File: config.mk
export PLATFORM = sky130hd
export DESIGN_NAME = mips_alu_sequencer
export DESIGN_NICKNAME = d
export VERILOG_FILES = /design/src/rtl/mips_alu_sequencer.sv
export SDC_FILE = /design/constraint.sdc
export NUM_CORES = 1
export LEC_CHECK = 0
export ABC_AREA = 1
export CORE_MARGIN = 2
export CORE_UTILIZATION = 32
export DETAILED_ROUTE_END_ITERATION = 16
export SLEW_MARGIN = 20
export SYNTH_ARGS = -nofsm -noshare
export SYNTH_HDL_FRONTEND = slang
export SYNTH_SLANG_ARGS = --single-unit
File: constraint.sdc
create_clock -name clock -period 3.5 [get_ports clock]
set_input_delay 1.05 -clock clock [delete_from_list [all_inputs] [get_ports clock]]
set_output_delay 1.05 -clock clock [all_outputs]
set_load 0.01 [all_outputs]
File: src/rtl/mips_alu_sequencer.sv
// Issue side of the MIPS ALU: decodes fields, holds ALU inputs ALU_LAT cycles, returns result/branch outcome.
// Optional ALU_SEQ_BYPASS_EN: accept the next op in the same cycle the current result is retired.
module mips_alu_sequencer #(
  parameter int ALU_LAT = 1
) (
  input  logic        clock,
  input  logic        reset_n,
  input  logic        op_valid,
  output logic        op_ready,
  input  logic [5:0]  opcode,
  input  logic [5:0]  funct,
  input  logic [31:0] rs_val,
  input  logic [31:0] rt_val,
  input  logic [15:0] imm,
  output logic [3:0]  alu_ctl,
  output logic [31:0] alu_a,
  output logic [31:0] alu_b,
  input  logic [31:0] alu_out,
  input  logic        alu_zero,
  output logic        res_valid,
  input  logic        res_ready,
  output logic [31:0] res_data,
  output logic        res_taken,
  output logic        res_illegal
);

  typedef enum logic [1:0] {IDLE, EXEC, RESP} state_t;

  localparam logic [3:0] LAT_M1 = 4'(ALU_LAT - 1);

  state_t      state;
  logic [3:0]  cnt;
  logic        br_eq;
  logic        br_ne;

  logic        dec_legal;
  logic [3:0]  dec_ctl;
  logic [31:0] dec_b;
  logic        dec_beq;
  logic        dec_bne;
  logic        accept;

  always_comb begin
    dec_legal = 1'b1;
    dec_ctl   = 4'd0;
    dec_b     = rt_val;
    dec_beq   = 1'b0;
    dec_bne   = 1'b0;
    case (opcode)
      6'h00: begin
        case (funct)
          6'h24:   dec_ctl = 4'd0;
          6'h25:   dec_ctl = 4'd1;
          6'h20:   dec_ctl = 4'd2;
          6'h22:   dec_ctl = 4'd6;
          6'h2A:   dec_ctl = 4'd7;
          6'h27:   dec_ctl = 4'd12;
          default: dec_legal = 1'b0;
        endcase
      end
      6'h08: begin dec_ctl = 4'd2; dec_b = {{16{imm[15]}}, imm}; end
      6'h0A: begin dec_ctl = 4'd7; dec_b = {{16{imm[15]}}, imm}; end
      6'h0C: begin dec_ctl = 4'd0; dec_b = {16'h0000, imm}; end
      6'h0D: begin dec_ctl = 4'd1; dec_b = {16'h0000, imm}; end
      6'h04: begin dec_ctl = 4'd6; dec_beq = 1'b1; end
      6'h05: begin dec_ctl = 4'd6; dec_bne = 1'b1; end
      default: dec_legal = 1'b0;
    endcase
  end

`ifdef ALU_SEQ_BYPASS_EN
  assign op_ready = (state == IDLE) || ((state == RESP) && res_ready);
`else
  assign op_ready = (state == IDLE);
`endif

  assign accept = op_valid && op_ready;

  always_ff @(posedge clock or negedge reset_n) begin
    if (!reset_n) begin
      state       <= IDLE;
      cnt         <= 4'd0;
      br_eq       <= 1'b0;
      br_ne       <= 1'b0;
      alu_ctl     <= 4'd0;
      alu_a       <= 32'd0;
      alu_b       <= 32'd0;
      res_valid   <= 1'b0;
      res_data    <= 32'd0;
      res_taken   <= 1'b0;
      res_illegal <= 1'b0;
    end else begin
      case (state)
        EXEC: begin
          if (cnt == 4'd0) begin
            res_data  <= alu_out;
            res_taken <= (br_eq && alu_zero) || (br_ne && !alu_zero);
            res_valid <= 1'b1;
            state     <= RESP;
          end else begin
            cnt <= cnt - 4'd1;
          end
        end
        RESP: begin
          if (res_ready) begin
            res_valid <= 1'b0;
            state     <= IDLE;
          end
        end
        default: ;
      endcase

      // A new op overrides the retire above when both handshakes land together.
      if (accept) begin
        if (dec_legal) begin
          alu_ctl     <= dec_ctl;
          alu_a       <= rs_val;
          alu_b       <= dec_b;
          br_eq       <= dec_beq;
          br_ne       <= dec_bne;
          cnt         <= LAT_M1;
          res_valid   <= 1'b0;
          res_illegal <= 1'b0;
          state       <= EXEC;
        end else begin
          res_valid   <= 1'b1;
          res_illegal <= 1'b1;
          res_data    <= 32'd0;
          res_taken   <= 1'b0;
          state       <= RESP;
        end
      end
    end
  end

endmodule
# After elaboration in Yosys (flattened, before gate mapping)
# Cells that the tools add are included.
# totals
inputBits	129
ff_bits	111
output_inout_bits	104
wordCells	73
# classes
n_addsub	1
eq_ne	16
n_mux	29
n_reduce_logical	16
# op_table
cell	count
$mux W32	4
$pmux W32 S2	1
$pmux W4 S5	2
$eq A6 B6 Y1 const B	6
$eq A6 B4 Y1 const B	4
$mux W4	4
$eq A6 B3 Y1 const B	2
$reduce_or A6 Y1	2
$mux W1	11
$mux W2	4
$logic_not A6 Y1	1
$ne A3 B3 Y1 const B	2
$reduce_or A2 Y1	3
$logic_not A4 Y1	1
$pmux W1 S2	2
$pmux W2 S2	1
$sub A4 B1 Y4 const B	1
$logic_and A1 B1 Y1	3
$reduce_and A3 Y1	1
$reduce_bool A3 Y1	1
$eq A2 B1 Y1 const B	1
$eq A2 B2 Y1 const B	1
$logic_not A2 Y1	1
$reduce_and A2 Y1	1
other kinds (2)	2

# Logic depth before layout (Yosys ltp)
# Gate-level depths: netlist of run 1.
# depth
ltp_word	7
mapped_depth	10
ltp_nobuf	9

# Worst setup path before layout of run 1
# OpenSTA, ideal clock, no wires.
# synth_timing
kind	in2reg
startpoint	in opcode[5]
endpoint	reg alu_a[10]
setup_ns	0.117
path_buffers	1
stages	9
path_slack_ns	1.301
required_time_ns	3.383
t_arrival_ns	2.082
cell_sequence	nor2_4 nand2_1 nor2_4 nand3_2 nand3_4 nand2_4 buf_2 nand2_1 nand2_1
# synth_between
elab_chain_cells	4
word_cells_on_any_way	10
classes_between	eq/ne (6); mux (1); reduce/logical (3)
# synth_lines
item	line	source
start: declaration	10	input logic [5:0] opcode,
$eq A6 B3 Y1 / $eq A6 B4 Y1 (equally long branches)	49	case (opcode)
$reduce_or A6 Y1 (no source line)	n/a	
$pmux W1 S2 (*)	49	
$reduce_and A2 Y1 (no source line) (*)	n/a	
end signal: assignment	117	alu_a <= rs_val;
end: declaration	16	output logic [31:0] alu_a,
# Every way passes the cells marked *; elsewhere a longest branch is shown, timed or not.
# A chain may end at the register's enable or synchronous reset.

# Worst setup path after layout of run 1
# layout_timing
startpoint	in opcode[5]
endpoint	reg alu_a[15]
# The elaborated chain is that of the path after synthesis.

==> run metrics, run 1 <==
Worst R2R Start cnt[0]$_DFF_PN0_; hpwl dp 11.2 mm; Critical Path Fanout Max 42; DR vias 5042; most used routing layer met2; Yosys top cell area share 54.0%; biggest area consumer among synthesized cells dfrtp_1; FMAX 358 MHz; largest net degree at the start of global routing 79; unrepaired setup endpoints after global routing no; reg-to-reg endpoint res_data[21]$_DFF_PN0_; CTS Buf Count 9; setup repair bufs after CTS 0; final wirelength 15.7 mm; Yosys cell types 27; Initial Util 32.4%; synthesized instance count 637; met1 Usage GRT 22.7%; Worst Hold Slack 0.472 ns; HP Start alu_b[9]$_DFFE_PN0P_; clock buffer depth 2; initial drt markers 229; DR WL/cell 14.7 um; global-route wire length before repair 24.6 mm; cell area after layout 7920 um^2; Core Util, Final 50.4%; post-synthesis cell area 5100 um^2; GP Congestion 0.791; Critical Path End Type register; TNS Setup 0 ns; cts repair resizes 0; global-route usage over all layers 18.4%; max cap viols 0; ys flop type dfrtp_1; Max rail drop VDD 0.207 mV; # IOs 233; syn_area_per_cell 8.00 um^2; diodes inserted 0; startpoint types input pin; max-slew violation count 0; hold endpoint alu_b[9]$_DFFE_PN0P_; register area share after synthesis 54.0%; Slew HR 62.2%; GRT overflow 0; Hold Vio Cnt, Final 0; Die Ht 130 um; CTS tree built; Clock transition at path regs 0.07 ns; CTS H-Tree Depth 3; Remaining DRCs 0; asr flop ratio synth 100%; Least-Margin Pin Slew 0.566 ns; worst path required time 3.79 ns; Finished Layout Cells 1070; fin crit share 79.9%; Global Route met2 Usage 30.2%; yosys warns 0; Post-DP Area 7600 um^2; placed cell count 1055; initial antenna violation count 0; ranking of synthesized cells by area dfrtp_1 54%, nand2_1 19%, nand3_1 10%; final setup vio count 0; HP Class register to register; total power 2.61 mW; Post-Place Worst Slack 0.319 ns; Worst Clk Skew 0.00566 ns; EDFF count, synth 0; via-per-instance ratio 4.71; Pwr per Cell Area 330 nW/um^2; WP data arrival 3.09 ns; Clock Sinks 110; Crit Path Class input pin to register; most frequent cells in the layout 257 x nand2_1, 231 x clkdlybuf4s50_1, 110 x dfrtp_1, 106 x nand3_1, 38 x a21oi_1; I/O Buffers 232; Layout area overhead 55.3%; Die ar. 17000 um^2; CTS root buffer clkbuf_16; met3 usage 5.90%; r2r setup slk 1.49 ns; worst-case reg-to-reg path depth 7; die width 130 um; Rows 46; final worst path period need 2.80 ns; commonest non-fill, non-tap cell in the layout nand2_1; Clock Latency Late Sink 0.35 ns; share of post-route cells with drive strength above 1 4.92%; vias in the first global route 4914; hold depth 2; ANT nets after route 0; Final WS setup 0.704 ns; static leakage 3.83 nW; core region area 15700 um^2; DRT Pass-1 Iters 4; Seq cells post-synth 110; hold_buf cts 0; Nets 980; syn_nets 767; status completed
logic make-up (layout without fill, tap and decap cells):
family | Yosys count | after routing | share of synthesized area, %
AND/OR/NAND/NOR | 404 | 404 | 34.1
flip-flops | 110 | 110 | 54.0
AO/OA/AOI/OAI | 60 | 60 | 5.94
buffers and inverters | 60 | 277 | 5.28
adder cells (fa/ha/maj) | 1 | 1 | 0.245
XOR/XNOR | 1 | 1 | 0.172
multiplexers | 1 | 1 | 0.221
Yosys cell counts (2+ instances only):
master	instances
nor2_1	21
nor2_2	3
nand3_2	3
buf_2	20
inv_1	16
a21oi_1	38
nand2_1	257
clkbuf_1	15
nand3b_1	2
inv_2	4
o21ai_0	20
nor2_4	2
buf_4	3
nand3_1	106
dfrtp_1	110
nand4_1	6
routing by layer:
| layer | vias up | part of all wire, % |
|---|---|---|
| li1 | 2485 | - |
| met1 | 2322 | 42 |
| met2 | 215 | 47 |
| met3 | 20 | 9.8 |
| met4 | 0 | 1.8 |
| met5 | - | 0 |
worst max-delay path, stage by stage:
cell	delay, ns
clkdlybuf4s50_1	0.44
nor2_4	0.22
nand2_1	0.14
nor2_4	0.16
nand3_2	0.13
nand3_4	0.24
buf_4	0.45
nand3_1	0.14
nand2_1	0.10
worst max path at each step:
stage	cells after the start	to	slack, ns	startpoint
floorplan	9	alu_a[10]$_DFFE_PN0P_	1.30	opcode[5]
global placement	10	alu_b[26]$_DFFE_PN0P_	0.38	opcode[5]
detailed placement	10	alu_a[15]$_DFFE_PN0P_	0.32	opcode[5]
CTS	10	alu_a[8]$_DFFE_PN0P_	0.71	opcode[5]
global route	9	alu_b[17]$_DFFE_PN0P_	0.52	opcode[5]
finish	9	alu_a[15]$_DFFE_PN0P_	0.70	opcode[5]
sequential cells by signal, indices dropped and copies added, names as in the netlist:
name and cells:
res_valid 1, alu_ctl 4, cnt 4, res_taken 1, br_ne 1, alu_a 32, res_data 32, br_eq 1
state 1, res_illegal 1, alu_b 32
area by class of cell:
class | instances | area, um^2
Timing Repair Buffer | 242 | 2430
Tap cell | 216 | 270
Fill cell | 1487 | 7800
Clock inverter | 6 | 86.3
Multi-Input combinational cell | 467 | 2070
Clock buffer | 9 | 225
Sequential cell | 110 | 2750
Inverter | 20 | 75.1
power breakdown:
part | internal, mW | total (mW) | switching, mW
clock network | 0.625 | 1.10 | 0.471
logic | 0.149 | 0.246 | 0.0970
registers | 1.27 | 1.27 | 0
No activity file was read; power rests on OpenSTA's default activity.
==> inputs of run 2 (changes only) <==
--- a/config.mk
+++ b/config.mk
@@ -9,6 +9,7 @@
 export CORE_MARGIN = 2
 export CORE_UTILIZATION = 32
 export DETAILED_ROUTE_END_ITERATION = 16
+export PLACE_DENSITY = 0.67
 export SLEW_MARGIN = 20
 export SYNTH_ARGS = -nofsm -noshare
 export SYNTH_HDL_FRONTEND = slang
==> constraint.sdc (replaced) <==
create_clock -name clock -period 2.53 [get_ports clock]
set_input_delay 0.759 -clock clock [delete_from_list [all_inputs] [get_ports clock]]
set_output_delay 0.759 -clock clock [all_outputs]
set_load 0.01 [all_outputs]
==> run 2 against run 1 <==
- sequential share of layout area shrank 0.68 points
- non-clock buffer count grew 11
- largest power group unchanged
- critical path depth shrank 7
- routed wire length shrank 2.4%
- first-iteration DRC count is 27% lower
- worst hold slack got worse by 0.22 ns
==> run metrics, run 2 (synthesis gave the netlist of run 1 again) <==
status completed; max cap viols 0 (unchanged); CTS root buffer clkbuf_16; Layout area overhead 58.5%; vias in the first global route 4857 (-1.2%); max-slew violation count 0 (unchanged); diodes inserted 0 (unchanged); commonest non-fill, non-tap cell in the layout nand2_1; Core Util, Final 51.4% (+1.0 points); global-route usage over all layers 18.3% (-0.14 points); core region area 15700 um^2 (unchanged); CTS tree built; GP Congestion 0.773 (-2.2%); WP data arrival 1.53 ns (-1.56 ns); static leakage 3.90 nW (+1.9%); placed cell count 1066 (+1.0%); Rows 46 (unchanged); initial drt markers 168 (-27%); fin crit share 90.3%; hold_buf cts 0 (unchanged); final setup vio count 0 (unchanged); biggest regs alu_a x32, alu_b x32, res_data x32; # IOs 233 (unchanged); startpoint types register; worst path required time 1.77 ns (-2.02 ns); setup repair bufs after CTS 0 (unchanged); Finished Layout Cells 1082 (+1.1%); Die Ht 130 um (unchanged); share of post-route cells with drive strength above 1 6.12% (+1.2 points); via-per-instance ratio 4.65 (-1.2%); Remaining DRCs 0 (unchanged); CTS Buf Count 9 (unchanged); die width 130 um (unchanged); Worst Clk Skew 0.00912 ns (+0.00346 ns); GRT overflow 0 (unchanged); Clock Latency Late Sink 0.36 ns (about the same); critical path's largest stage delay 0.57 ns (+0.12 ns); Storage cell area 2750 um^2 (unchanged); CTS H-Tree Depth 3 (unchanged); I/O Buffers 232 (unchanged); Pwr per Cell Area 441 nW/um^2 (+34%); worst-case reg-to-reg path depth 8 (+1); HP Class input pin to async pin; ANT nets after route 0 (unchanged); total power 3.56 mW (+36%); Slew HR 61.4% (-0.79 points); largest net degree at the start of global routing 51 (-35%); fill count 1513 (+1.7%); Least-Margin Pin Slew 0.578 ns (+0.0118 ns); Initial Util 32.4% (unchanged); Hold Vio Cnt, Final 0 (unchanged); Clock transition at path regs 0.07 ns (about the same); FMAX 438 MHz; final worst path period need 2.28 ns; DRT Pass-1 Iters 5 (+1); Die ar. 17000 um^2 (unchanged); Crit Path Class register to primary output; Clock Sinks 110 (unchanged); met3 usage 5.70% (-0.21 points); clock buffer depth 2 (unchanged); global-route wire length before repair 24.4 mm (-0.92%); Max rail drop VDD 0.331 mV (+59%); most used routing layer met2; DR vias 5036 (-0.12%); cells along the critical path nor2_1 > clkdlybuf4s50_1; final wirelength 15.3 mm (-2.4%); DR WL/cell 14.1 um (-3.5%); Crit-path slowest cell clkdlybuf4s50_1; hpwl dp 10.7 mm (-4.9%); unrepaired setup endpoints after global routing no; Critical Path Fanout Max 6 (-86%); most frequent cells in the layout 257 x nand2_1, 231 x clkdlybuf4s50_1, 110 x dfrtp_1, 106 x nand3_1, 38 x a21oi_1; initial antenna violation count 0 (unchanged); Nets 991 (+1.1%); cts repair resizes 0 (unchanged); Global Route met2 Usage 29.8% (-0.40 points); multi-input logic area 2070 um^2 (unchanged); Critical Path End Type primary output; met1 Usage GRT 22.8% (+0.12 points)
## run 2: cell count changes in the layout (fill, tap and decap cells not counted)
cell and delta:
buf_12 +7, buf_4 +4, clkinv_2 -2, clkinv_4 +2, bufinv_16 -1, clkbuf_1 +1
clkinvlp_4 +1
## run 2: path summary, 6_finish.rpt
kind	end	startpoint	slack, ns
max	op_ready	res_valid$_DFFE_PN0P_	0.25
min	res_data[31]$_DFF_PN0_	reset_n	0.25
max in group asynchronous	alu_a[1]$_DFFE_PN0P_	reset_n	1.76
min in group clock	alu_b[7]$_DFFE_PN0P_	alu_b[7]$_DFFE_PN0P_	0.47
max reg2reg	res_valid$_DFFE_PN0P_	cnt[0]$_DFF_PN0_	0.84
min reg2reg	alu_b[7]$_DFFE_PN0P_	alu_b[7]$_DFFE_PN0P_	0.47
## run 2: worst max-delay path, delay by kind of cell, from the launching register on
family                 cells  cell delay, ns
buffers and inverters      1            0.57
flip-flops                 1            0.45
AND/OR/NAND/NOR            1            0.16
## run 2: per-layer routing
layer | vias up | wire length (um)
met5 | - | 0
met4 | 0 | 236
met3 | 18 | 1330
met2 | 181 | 7120
met1 | 2323 | 6620
li1 | 2514 | -
## run 2: cell type report
| class | instances | area share [%] |
|---|---|---|
| clock buffers | 10 | 2.84 |
| clock inverters | 6 | 0.883 |
| inverters | 20 | 0.930 |
| multi-input cells | 467 | 25.7 |
| flip-flops and latches | 110 | 34.1 |
| well taps | 216 | 3.35 |
| repair buffers | 253 | 32.2 |
## run 2: where the power goes
part	total, mW	switching [mW]	internal (mW)
Combinational	0.347	0.131	0.216
Clock	1.46	0.682	0.778
Sequential	1.76	0	1.76
Total	3.56	0.813	2.75
## run 2: metrics by stage
step	area [um^2]	setup slack (ns)	hold slack, ns	setup TNS [ns]
2_1_floorplan	5100	0.622	0.436	0
3_3_place_gp	7770	0.0500	0.453	0
3_5_place_dp	7770	-0.0121	0.458	-0.0268
4_1_cts	8080	0.223	0.236	0
5_1_grt	8080	0.154	0.243	0
6_report	8080	0.245	0.251	0
